File: src/rtl/lab_f_sar_search_pkg.sv
// Shared definitions for the Lab F binary-search controller.
//   SAR_WIDTH   : default operand width (search space 0..2^SAR_WIDTH-1)
//   sar_state_e : controller states (1-bit encoding)
package lab_f_sar_search_pkg;

  localparam int unsigned SAR_WIDTH = 4;

  typedef enum logic {
    S_IDLE  = 1'b0,
    S_PROBE = 1'b1
  } sar_state_e;

endpackage

File: src/rtl/lab_f_sar_search.sv
// Sequential binary-search controller that drives the B operand of the Lab F
// magnitude comparator and narrows a [lo,hi] window from its G/E/L answer
// until the hidden A operand is located.
//   clk      : rising-edge clock
//   reset_n  : asynchronous active-low reset
//   start    : request a new search (sampled only in IDLE)
//   G, E, L  : comparator outputs for A vs. guess
//   guess    : registered probe value driven to comparator B
//   busy     : high while probing
//   done     : one-cycle pulse when a search ends (found or error)
//   found    : result valid, held until the next accepted start
//   result   : located value, held until the next accepted start
//   error    : comparator answer was inconsistent, held until next start
module lab_f_sar_search
  import lab_f_sar_search_pkg::*;
#(
  parameter int unsigned WIDTH = SAR_WIDTH
) (
  input  logic             clk,
  input  logic             reset_n,
  input  logic             start,
  input  logic             G,
  input  logic             E,
  input  logic             L,
  output logic [WIDTH-1:0] guess,
  output logic             busy,
  output logic             done,
  output logic             found,
  output logic [WIDTH-1:0] result,
  output logic             error
);

  localparam logic [WIDTH-1:0] MAX_VAL   = '1;
  localparam logic [WIDTH-1:0] FIRST_MID = MAX_VAL >> 1;

  sar_state_e       state, state_n;
  logic [WIDTH-1:0] lo, lo_n, hi, hi_n;
  logic [WIDTH-1:0] guess_n, result_n;
  logic             busy_n, done_n, found_n, error_n;

  // Midpoint sums are one bit wider so lo+hi near the top does not wrap.
  logic [WIDTH:0]   sum_up, sum_dn;
  logic [WIDTH-1:0] mid_up, mid_dn;
  logic             fail;

  assign sum_up = {1'b0, guess} + {1'b0, hi} + (WIDTH+1)'(1);
  assign sum_dn = {1'b0, lo} + {1'b0, guess} - (WIDTH+1)'(1);
  assign mid_up = WIDTH'(sum_up >> 1);
  assign mid_dn = WIDTH'(sum_dn >> 1);

  always_comb begin
    state_n  = state;
    lo_n     = lo;
    hi_n     = hi;
    guess_n  = guess;
    result_n = result;
    busy_n   = busy;
    done_n   = 1'b0;
    found_n  = found;
    error_n  = error;
    fail     = 1'b0;

    unique case (state)
      S_IDLE: begin
        if (start) begin
          lo_n     = '0;
          hi_n     = MAX_VAL;
          guess_n  = FIRST_MID;
          result_n = '0;
          found_n  = 1'b0;
          error_n  = 1'b0;
          busy_n   = 1'b1;
          state_n  = S_PROBE;
        end
      end
      S_PROBE: begin
        unique case ({G, E, L})
          3'b010: begin
            result_n = guess;
            found_n  = 1'b1;
            done_n   = 1'b1;
            busy_n   = 1'b0;
            state_n  = S_IDLE;
          end
          // Edge guards keep guess+1 / guess-1 inside the operand range.
          3'b100: begin
            if (guess == hi) begin
              fail = 1'b1;
            end else begin
              lo_n    = guess + WIDTH'(1);
              guess_n = mid_up;
            end
          end
          3'b001: begin
            if (guess == lo) begin
              fail = 1'b1;
            end else begin
              hi_n    = guess - WIDTH'(1);
              guess_n = mid_dn;
            end
          end
          default: fail = 1'b1;
        endcase

        if (fail) begin
          error_n = 1'b1;
          found_n = 1'b0;
          done_n  = 1'b1;
          busy_n  = 1'b0;
          state_n = S_IDLE;
        end
      end
      default: state_n = S_IDLE;
    endcase
  end

  always_ff @(posedge clk or negedge reset_n) begin
    if (!reset_n) begin
      state  <= S_IDLE;
      lo     <= '0;
      hi     <= MAX_VAL;
      guess  <= '0;
      result <= '0;
      busy   <= 1'b0;
      done   <= 1'b0;
      found  <= 1'b0;
      error  <= 1'b0;
    end else begin
      state  <= state_n;
      lo     <= lo_n;
      hi     <= hi_n;
      guess  <= guess_n;
      result <= result_n;
      busy   <= busy_n;
      done   <= done_n;
      found  <= found_n;
      error  <= error_n;
    end
  end

endmodule
File: config.mk
export PLATFORM = sky130hd
export DESIGN_NAME = lab_f_sar_search
export DESIGN_NICKNAME = d
export VERILOG_FILES = /design/src/rtl/lab_f_sar_search_pkg.sv /design/src/rtl/lab_f_sar_search.sv
export SDC_FILE = /design/constraint.sdc
export NUM_CORES = 1
export LEC_CHECK = 0
export BUFFER_PORTS_ARGS = -buffer_cell sky130_fd_sc_hd__buf_2
export CORE_MARGIN = 3
export CORE_UTILIZATION = 45
export CTS_CLUSTER_DIAMETER = 60
export DETAILED_ROUTE_END_ITERATION = 7
export SETUP_SLACK_MARGIN = 0.05
export SYNTH_ARGS = -nofsm -noshare
export SYNTH_HDL_FRONTEND = slang
export SYNTH_SLANG_ARGS = --single-unit
File: constraint.sdc
create_clock -name clk -period 3.6 [get_ports clk]
set_clock_uncertainty 0.2 [all_clocks]
set_input_delay 0.18 -clock clk [delete_from_list [all_inputs] [get_ports clk]]
set_output_delay 0.18 -clock clk [all_outputs]
set_load 0.005 [all_outputs]
==> results.rst, run 1 <==
.. list-table::
   :header-rows: 1

   * - Metric
     - Value
   * - Run status
     - finished clean
   * - Total I/O pin count
     - 18
   * - Number of global-route vias before repair
     - about 1100
   * - Post-layout minimum cycle time
     - 2.86 ns
   * - Switching power share of the total
     - 0.372
   * - Number of buffers added by the clock tree synthesis step
     - 3
   * - Antenna diode count
     - 0
   * - Fraction of registers with async set or reset after synthesis
     - 1.00
   * - Adder and majority gate portion of the synthesized area
     - 0.145
   * - Leading area contributor after synthesis
     - dfrtp_1
   * - Final cycle utilization of the critical path
     - 0.794
   * - Remaining antenna violation count after routing
     - 0
   * - Routability congestion estimate from global placement
     - 0.909
   * - Primary flip-flop cell chosen by synthesis mapping
     - dfrtp_1
   * - Share of post-route cells with drive strength above 1
     - 0.198
   * - Final Util
     - 0.532
   * - Initial core utilization
     - 0.490
   * - Syn_nets
     - 167
   * - Mux share of post-synthesis cell area
     - 0.00716
   * - Aggregate routed wire length
     - 3110 um
   * - Pins Over Slew Limit
     - 0
   * - Static leakage
     - 0.720 nW
   * - Endpoint class of the critical path
     - flop
   * - Clock tree from TritonCTS
     - built
   * - Hold Slack
     - 0.0292 ns
   * - Number of cells on the worst reg-to-reg path
     - 6
   * - Post-synthesis share of cell area spent on xor and xnor gates
     - 0.0439
   * - Width of the chip
     - 61.7 um
   * - Distinct cells, synth
     - 40
   * - Global Route Usage Sum
     - 0.189
   * - Post-synthesis sequential element count
     - 21
   * - Sequential share of the synthesized area
     - 0.380
   * - Most frequent cell after synthesis
     - inv_1
   * - Cell Pwr Density
     - ~450 nW/um^2
   * - Syn Area/Cell
     - 9.57 sq um
   * - Max Clk Rate
     - 0.350 GHz
   * - Count of nets after finishing
     - 184
   * - Sequential share of power
     - 0.442
   * - Path type of the worst setup path
     - flop to flop
   * - Setup total negative slack
     - 0 ns
   * - Vert. Die Dim
     - 61.7 um
   * - Crit-path cells
     - inv_1, ha_1, or4_1, and4b_1, or2_4, a31o_1
   * - Worst endpoint required time
     - 3.62 ns
   * - Mean number of vias per cell
     - approximately 5.7
   * - Critical path fanouts, max
     - 16
   * - Clock Pin Slew Worst Setup and Hold Paths
     - around 0.13 ns
   * - Clock network latency to the later pin of the worst-skew pair
     - between 0.3 and 0.4 ns
   * - Routed vias
     - 1091
   * - Number of core rows
     - 19
   * - Number of DRC violations after detailed routing
     - 0
   * - Final count of hold timing violations
     - 0
   * - Avg WL per Cell
     - 16.1 um
   * - Global route overflow
     - 0
   * - Number of clock sinks seen by CTS
     - 21
   * - Share of the synthesized area in the top cell type
     - 0.304
   * - Complex-gate fraction of the synthesized area
     - 0.142
   * - HPWL after detailed placement
     - between 2000 and 2500 um
   * - First-pass iteration count of the detailed router
     - 4
   * - Class of the tightest hold or removal check
     - input pin to flop
   * - # H-tree levels
     - 1
   * - Area enclosed by the die boundary
     - around 3800 sq um
   * - Count of flip-flops with a built-in enable after synthesis
     - 0
   * - WP buf/inv
     - 1
   * - Initial antenna violation count
     - 0
   * - Kind of cell adding the most delay to the critical path
     - simple AND/OR/NAND/NOR gates
   * - Top area cells in the synthesized netlist
     - dfrtp_1 (30%), ha_1 (12%), dfstp_2 (7.5%)
   * - Maximum single-stage delay on the critical path
     - 0.60 ns
   * - Wire length of the first global-routing pass
     - 5290 um
   * - Worst endpoint data arrival time
     - between 2 and 3 ns
   * - Number of input and output port buffers inserted
     - 17
   * - Max VDD drop
     - roughly 320 uV
   * - Cell internal pwr
     - 0.000425 W
   * - Cell Area, Synth
     - 1400 sq um
   * - Maximum number of pins on one net before global-route repair
     - 22
   * - Ranking of synthesized cells by instance count
     - inv_1 (18), dfrtp_1 (17), nand2_1 (17), ha_1 (13), a21oi_1 (10)
   * - # setup viols final
     - 0
   * - Worst max-slew margin expressed relative to the limit
     - 0.367
   * - Synth-to-layout area growth
     - 8.68%
   * - Cell at the root of the clock tree
     - clkbuf_4
   * - Synthesis warning total
     - 0
   * - Slowest cell on the critical path
     - dfrtp_1
   * - Total of max-cap violations
     - 0
   * - Clock group share of total power
     - 0.177
   * - Main combinational cell family by area after synthesis
     - simple AND/OR/NAND/NOR gates
   * - Unrepaired setup endpoints after global routing
     - no
   * - Core outline area
     - 2850 sq um
   * - Post-cts resize count
     - 0
   * - Fillers
     - between 200 and 300
   * - Simple-gate share of the synthesized area
     - 0.205
   * - Number of logic stages on the critical path including buffering
     - 6
   * - Post-synthesis instance total
     - 146
   * - Deepest clock path buffer count
     - 2
   * - Net switching power of the design
     - 0.000252 W
   * - Number of cells on the worst hold path
     - 3
   * - Startpoint types
     - flop
   * - Number of DRC violations after detailed-routing iteration 0
     - between 40 and 50
   * - Combinational share of power
     - 0.381
   * - Tightest Pin Transition
     - between 0.9 and 1 ns
[final cells by class]
cell class,instances,area (sq um),area share
clock buffer,3,22.5,0.0148
clock inverter,1,5.00,0.00329
inverter,18,67.6,0.0445
multi-input combinational,101,759,0.500
sequential,21,531,0.349
tap,31,38.8,0.0255
timing repair buffer,18,95.1,0.0626
[power by group through the flow]
stage	logic, W	clock network [W]	registers (W)
2_1_floorplan	0.000187	0	0.000294
3_3_place_gp	0.000253	0	0.000302
3_5_place_dp	0.000256	0	0.000304
4_1_cts	0.000259	0.000125	0.000300
5_1_grt	0.000294	0.000131	0.000304
6_report	0.000258	0.000120	0.000300
[sequential cells by signal, indices dropped and copies added (netlist names)]
signal and count:
done 1, state 1, hi 4, busy 1, lo 4, guess 4, error 1, result 4
found 1
[repair_timing]
action	CTS	global route
endpoints found under the hold margin	21	0
buffers inserted	0	0
hold buffers	1	0
[kinds of logic (layout without fill, tap and decap cells)]
kind of cell,after synthesis,count (layout)
AO/OA/AOI/OAI,30,30
XOR/XNOR,7,7
adder cells (fa/ha/maj),15,15
buffers and inverters,24,40
flip-flops,21,21
multiplexers,1,1
AND/OR/NAND/NOR,48,48
[layer usage]
layer / part of all wire / GRT usage / up-vias
li1: - / - / 535
met1: 0.47 / 0.251 / 517
met2: 0.47 / 0.312 / 32
met3: 0.045 / 0.0269 / 7
met4: 0.016 / 0.0727 / 0
met5: 0 / 0 / -
[cells in the final DEF, fill, tap and decap left out, types with 2 or more instances in the layout]
cell type  netlist  layout
a21oi_1         10      10
buf_2            2      17
clkbuf_4         0       3
dfrtp_1         17      17
dfstp_2          4       4
fa_1             2       2
ha_1            13      13
inv_1           18      18
nand2_1         17      17
nand2b_1         2       2
nand3_1          3       3
nor2_1           4       4
nor2b_1          5       5
nor3_1           4       4
nor3b_1          2       2
o21ai_0          8       8
o31ai_1          4       4
xnor2_1          5       5
xor2_1           2       2
[worst register-to-register path, stage by stage (launching register included)]
cell and delay (ns):
dfrtp_1 0.60, inv_1 0.09, ha_1 0.35, or4_1 0.55, and4b_1 0.44, or2_4 0.35, a31o_1 0.18
[through the flow]
| stage | area, sq um | worst slack, ns | cells | power [W] |
|---|---|---|---|---|
| floorplan | 1400 | 0.945 | 146 | 0.000481 |
| global placement | 1480 | 0.849 | 188 | 0.000555 |
| detailed placement | 1480 | 0.764 | 188 | 0.000560 |
| CTS | 1520 | 0.730 | 193 | 0.000684 |
| global route | 1520 | 0.630 | 193 | 0.000730 |
| finish | 1520 | 0.740 | 193 | 0.000677 |
[final timing paths]
path                       slack (ns)                    to                 start
setup / recovery                 0.74  guess[3]$_DFFE_PN0P_  guess[2]$_DFFE_PN0P_
hold / removal                   0.03      busy$_DFFE_PN0P_                 start
setup reg to reg                 0.74  guess[3]$_DFFE_PN0P_  guess[2]$_DFFE_PN0P_
hold reg to reg                  0.32     found$_DFFE_PN0P_     found$_DFFE_PN0P_
max in group asynchronous        2.70     hi[3]$_DFFE_PN1P_               reset_n
min in group asynchronous        0.14     lo[3]$_DFFE_PN0P_               reset_n
No activity file was read; power rests on OpenSTA's default activity.
==> inputs of run 2 (changes only) <==
--- a/config.mk
+++ b/config.mk
@@ -5,11 +5,13 @@
 export SDC_FILE = /design/constraint.sdc
 export NUM_CORES = 1
 export LEC_CHECK = 0
+export ABC_AREA = 1
 export BUFFER_PORTS_ARGS = -buffer_cell sky130_fd_sc_hd__buf_2
 export CORE_MARGIN = 3
 export CORE_UTILIZATION = 45
 export CTS_CLUSTER_DIAMETER = 60
 export DETAILED_ROUTE_END_ITERATION = 7
+export PLACE_DENSITY = 0.67
 export SETUP_SLACK_MARGIN = 0.05
 export SYNTH_ARGS = -nofsm -noshare
 export SYNTH_HDL_FRONTEND = slang
==> constraint.sdc (replaced) <==
create_clock -name clk -period 2.54 [get_ports clk]
set_clock_uncertainty 0.2 [all_clocks]
set_input_delay 0.127 -clock clk [delete_from_list [all_inputs] [get_ports clk]]
set_output_delay 0.127 -clock clk [all_outputs]
set_load 0.005 [all_outputs]
==> run 2 against run 1 <==
Effect of this change:
- sequential power increased by 96%
- core utilization is 0.74 points higher
- count of clock-buffer cells in the layout stayed put
- register-to-register slack got worse by 0.50 ns
- fmax increased by 24%
- via count grew 14%
- non-clock buffer count is 3 higher
- worst hold slack improved by 0.038 ns
- global-route usage is 0.22 points lower
- critical path type unchanged
- highest routed layer unchanged
==> results.rst, run 2 <==
.. list-table::
   :header-rows: 1

   * - Metric
     - Value
   * - Leading area contributor after synthesis
     - dfrtp_1
   * - Post-synthesis sequential element count
     - 21 (unchanged)
   * - Tightest Pin Transition
     - 0.486 ns (-0.461 ns)
   * - Sequential cell area
     - 532 sq um (+0.24%)
   * - Worst endpoint data arrival time
     - 2.32 ns (-0.55 ns)
   * - Total of max-cap violations
     - 0 (unchanged)
   * - Critical path fanouts, max
     - 6 (-10)
   * - Area enclosed by the die boundary
     - 3980 sq um (+4.4%)
   * - Ranking of synthesized cells by instance count
     - inv_1 (29), nand2_1 (24), nand3_1 (24), dfrtp_1 (17), ha_1 (13)
   * - Fillers
     - 304 (+15%)
   * - Post-layout minimum cycle time
     - 2.30 ns (-0.560 ns)
   * - Remaining antenna violation count after routing
     - 0 (unchanged)
   * - Share of post-route cells with drive strength above 1
     - 0.266 (+0.0685)
   * - Main combinational cell family by area after synthesis
     - simple AND/OR/NAND/NOR gates
   * - Instance area after placement
     - 1610 sq um (+8.9%)
   * - Vert. Die Dim
     - 63.1 um (+2.2%)
   * - Deepest clock path buffer count
     - 2 (unchanged)
   * - Path type of the worst setup path
     - flop to flop
   * - Syn Area/Cell
     - 8.19 sq um (-14%)
   * - Unrepaired setup endpoints after global routing
     - no
   * - Number of placed cells counting well taps
     - 241 (+28%)
   * - Maximum number of pins on one net before global-route repair
     - 22 (unchanged)
   * - Final cycle utilization of the critical path
     - 0.905 (+0.111)
   * - First-pass iteration count of the detailed router
     - 4 (unchanged)
   * - Core outline area
     - 3080 sq um (+7.9%)
   * - Cell at the root of the clock tree
     - clkbuf_4
   * - Complex-gate fraction of the synthesized area
     - 0.101 (-0.0416)
   * - Cell Area, Synth
     - 1470 sq um (+4.8%)
   * - Clock tree from TritonCTS
     - built
   * - HPWL after detailed placement
     - 2570 um (+12%)
   * - Syn_nets
     - 200 (+20%)
   * - Startpoint types
     - flop
   * - Most frequent cell after synthesis
     - inv_1
   * - Most frequent cells in the layout
     - inv_1 (29), nand3_1 (24), nand2_1 (24)
   * - Primary flip-flop cell chosen by synthesis mapping
     - dfrtp_1
   * - Worst endpoint required time
     - 2.56 ns (-1.06 ns)
   * - Run status
     - finished clean
   * - Number of buffers added by the clock tree synthesis step
     - 3 (unchanged)
   * - Distinct cells, synth
     - 27 (-33%)
   * - Endpoint class of the critical path
     - flop
   * - Global Route Usage Sum
     - 0.187 (-0.00217)
   * - Mean number of vias per cell
     - 5.06 (-11%)
   * - # H-tree levels
     - 1 (unchanged)
   * - # setup viols final
     - 0 (unchanged)
   * - Most common cell after layout, fill and taps aside
     - inv_1
   * - Routability congestion estimate from global placement
     - 0.883 (-2.9%)
   * - Hold Slack
     - 0.0672 ns (+0.0380 ns)
   * - Initial antenna violation count
     - 0 (unchanged)
   * - Count of nets after finishing
     - 225 (+22%)
   * - Area of all placed cells without fillers
     - 1660 sq um (+9.4%)
   * - Initial core utilization
     - 0.476 (-0.0139)
   * - Wire length of the first global-routing pass
     - 5910 um (+12%)
   * - Pins Over Slew Limit
     - 0 (unchanged)
   * - Worst max-slew margin expressed relative to the limit
     - 0.676 (+0.309)
   * - Avg WL per Cell
     - 13.2 um (-18%)
   * - Final count of hold timing violations
     - 0 (unchanged)
   * - Total I/O pin count
     - 18 (unchanged)
   * - Top area cells in the synthesized netlist
     - dfrtp_1 (29%), ha_1 (11%), nand3_1 (8.2%)
   * - Static leakage
     - 0.873 nW (+21%)
   * - Synthesis warning total
     - 0 (unchanged)
   * - Number of clock sinks seen by CTS
     - 21 (unchanged)
   * - Sequential share of the synthesized area
     - 0.362 (-0.0175)
   * - Number of global-route vias before repair
     - 1288 (+15%)
   * - Mux share of post-synthesis cell area
     - 0 (-0.00716)
   * - Max Clk Rate
     - 0.435 GHz (+24%)
   * - Multi-input combinational cell area
     - 797 sq um (+4.9%)
   * - Simple-gate share of the synthesized area
     - 0.287 (+0.0819)
   * - Max VDD drop
     - 423 uV (+34%)
   * - Routed vias
     - 1249 (+14%)
   * - Width of the chip
     - 63.1 um (+2.2%)
   * - Post-synthesis share of cell area spent on xor and xnor gates
     - 0.0179 (-0.0259)
   * - Number of DRC violations after detailed routing
     - 0 (unchanged)
   * - Final standard cell count with taps included and fillers excluded
     - 247 (+28%)
   * - Share of the synthesized area in the top cell type
     - 0.290 (-0.0140)
   * - Number of input and output port buffers inserted
     - 17 (unchanged)
   * - Cell Pwr Density
     - 1150 nW/um^2 (+160%)
   * - Number of core rows
     - 20 (+1)
   * - Synth-to-layout area growth
     - 13.4%
   * - Adder and majority gate portion of the synthesized area
     - 0.138 (-0.00669)
   * - Aggregate routed wire length
     - 3270 um (+5.1%)
   * - Fraction of registers with async set or reset after synthesis
     - 1.00 (unchanged)
   * - Class of the tightest hold or removal check
     - input pin to flop
   * - Number of DRC violations after detailed-routing iteration 0
     - 90 (+110%)
   * - Global route overflow
     - 0 (unchanged)
   * - Antenna diode count
     - 0 (unchanged)
   * - Clock Pin Slew Worst Setup and Hold Paths
     - 0.13 ns (about the same)
   * - Clock network latency to the later pin of the worst-skew pair
     - 0.32 ns (about the same)
   * - Count of flip-flops with a built-in enable after synthesis
     - 0 (unchanged)
   * - Setup total negative slack
     - 0 ns (unchanged)
   * - Post-synthesis instance total
     - 179 (+23%)
## run 2: cell types whose count changed after synthesis, sizes merged, moves of 3 or more
| cell | previous run | this run |
|---|---|---|
| nor2 | 4 | 16 |
| nor3 | 4 | 1 |
| nand3 | 3 | 28 |
| nand2 | 17 | 30 |
| inv | 18 | 34 |
| nor2b | 5 | 0 |
| o31ai | 4 | 0 |
| o21ai | 8 | 13 |
| o22ai | 0 | 3 |
| buf | 4 | 1 |
| nor4 | 3 | 0 |
| xnor2 | 5 | 1 |
## run 2: layer usage
| metal | vias up | share of wire | global-route usage |
|---|---|---|---|
| met4 | 0 | 0.013 | 0.0744 |
| met2 | 26 | 0.49 | 0.307 |
| met1 | 588 | 0.46 | 0.247 |
| met5 | - | 0 | 0 |
| met3 | 5 | 0.032 | 0.0267 |
| li1 | 630 | - | - |
## run 2: critical path: stages, from the launching register on
cell     delay (ns)
dfrtp_2        0.47
inv_1          0.17
ha_1           0.27
inv_1          0.06
ha_1           0.17
inv_1          0.06
fa_1           0.39
xnor2_1        0.14
nand2_1        0.05
nand3_1        0.07
nor2_1         0.11
nor2_2         0.05
## run 2: cells by family after synthesis
family / Yosys count
simple gates: 78
buf+inv: 35
compound gates: 27
flops: 21
fa+ha+maj: 15
xor+xnor: 3
## run 2: worst paths after layout
kind | from | to | slack (ns) | depth (start not counted)
max in group asynchronous | reset_n | guess[1]$_DFFE_PN0P_ | 1.72 | 2
setup reg to reg | guess[1]$_DFFE_PN0P_ | guess[2]$_DFFE_PN0P_ | 0.24 | 11
hold reg to reg | busy$_DFFE_PN0P_ | busy$_DFFE_PN0P_ | 0.29 | 2
setup / recovery | guess[1]$_DFFE_PN0P_ | guess[2]$_DFFE_PN0P_ | 0.24 | 11
hold / removal | E | found$_DFFE_PN0P_ | 0.07 | 3
min in group asynchronous | reset_n | error$_DFFE_PN0P_ | 0.08 | 2
## run 2: layout make-up
class / count / share of cell area
clock buffer: 3 / 0.0136
multi-input combinational: 123 / 0.480
timing repair buffer: 21 / 0.0723
inverter: 34 / 0.0783
tap: 44 / 0.0331
clock inverter: 1 / 0.00301
sequential: 21 / 0.320
## run 2: what timing repair did
action	in CTS	in global routing
hold endpoints to repair	23	0
resized for setup	0	1
setup endpoints to repair	0	1
setup buffers	0	0
hold buffers	2	0
## run 2: stage by stage
step | setup slack [ns] | total power [W] | utilization
after global routing | 0.0711 | 0.00215 | 0.540
final | 0.241 | 0.00192 | 0.540
after detailed placement | 0.231 | 0.00174 | 0.524
after floorplan | 0.370 | 0.00141 | -
after global placement | 0.324 | 0.00169 | 0.524
after CTS | 0.211 | 0.00192 | 0.539
## run 2: power by group
part / internal (W) / switching [W]
registers: 0.000482 / 0.000106
clock network: 0.0000590 / 0.000114
logic: 0.000467 / 0.000691
total: 0.00101 / 0.000910
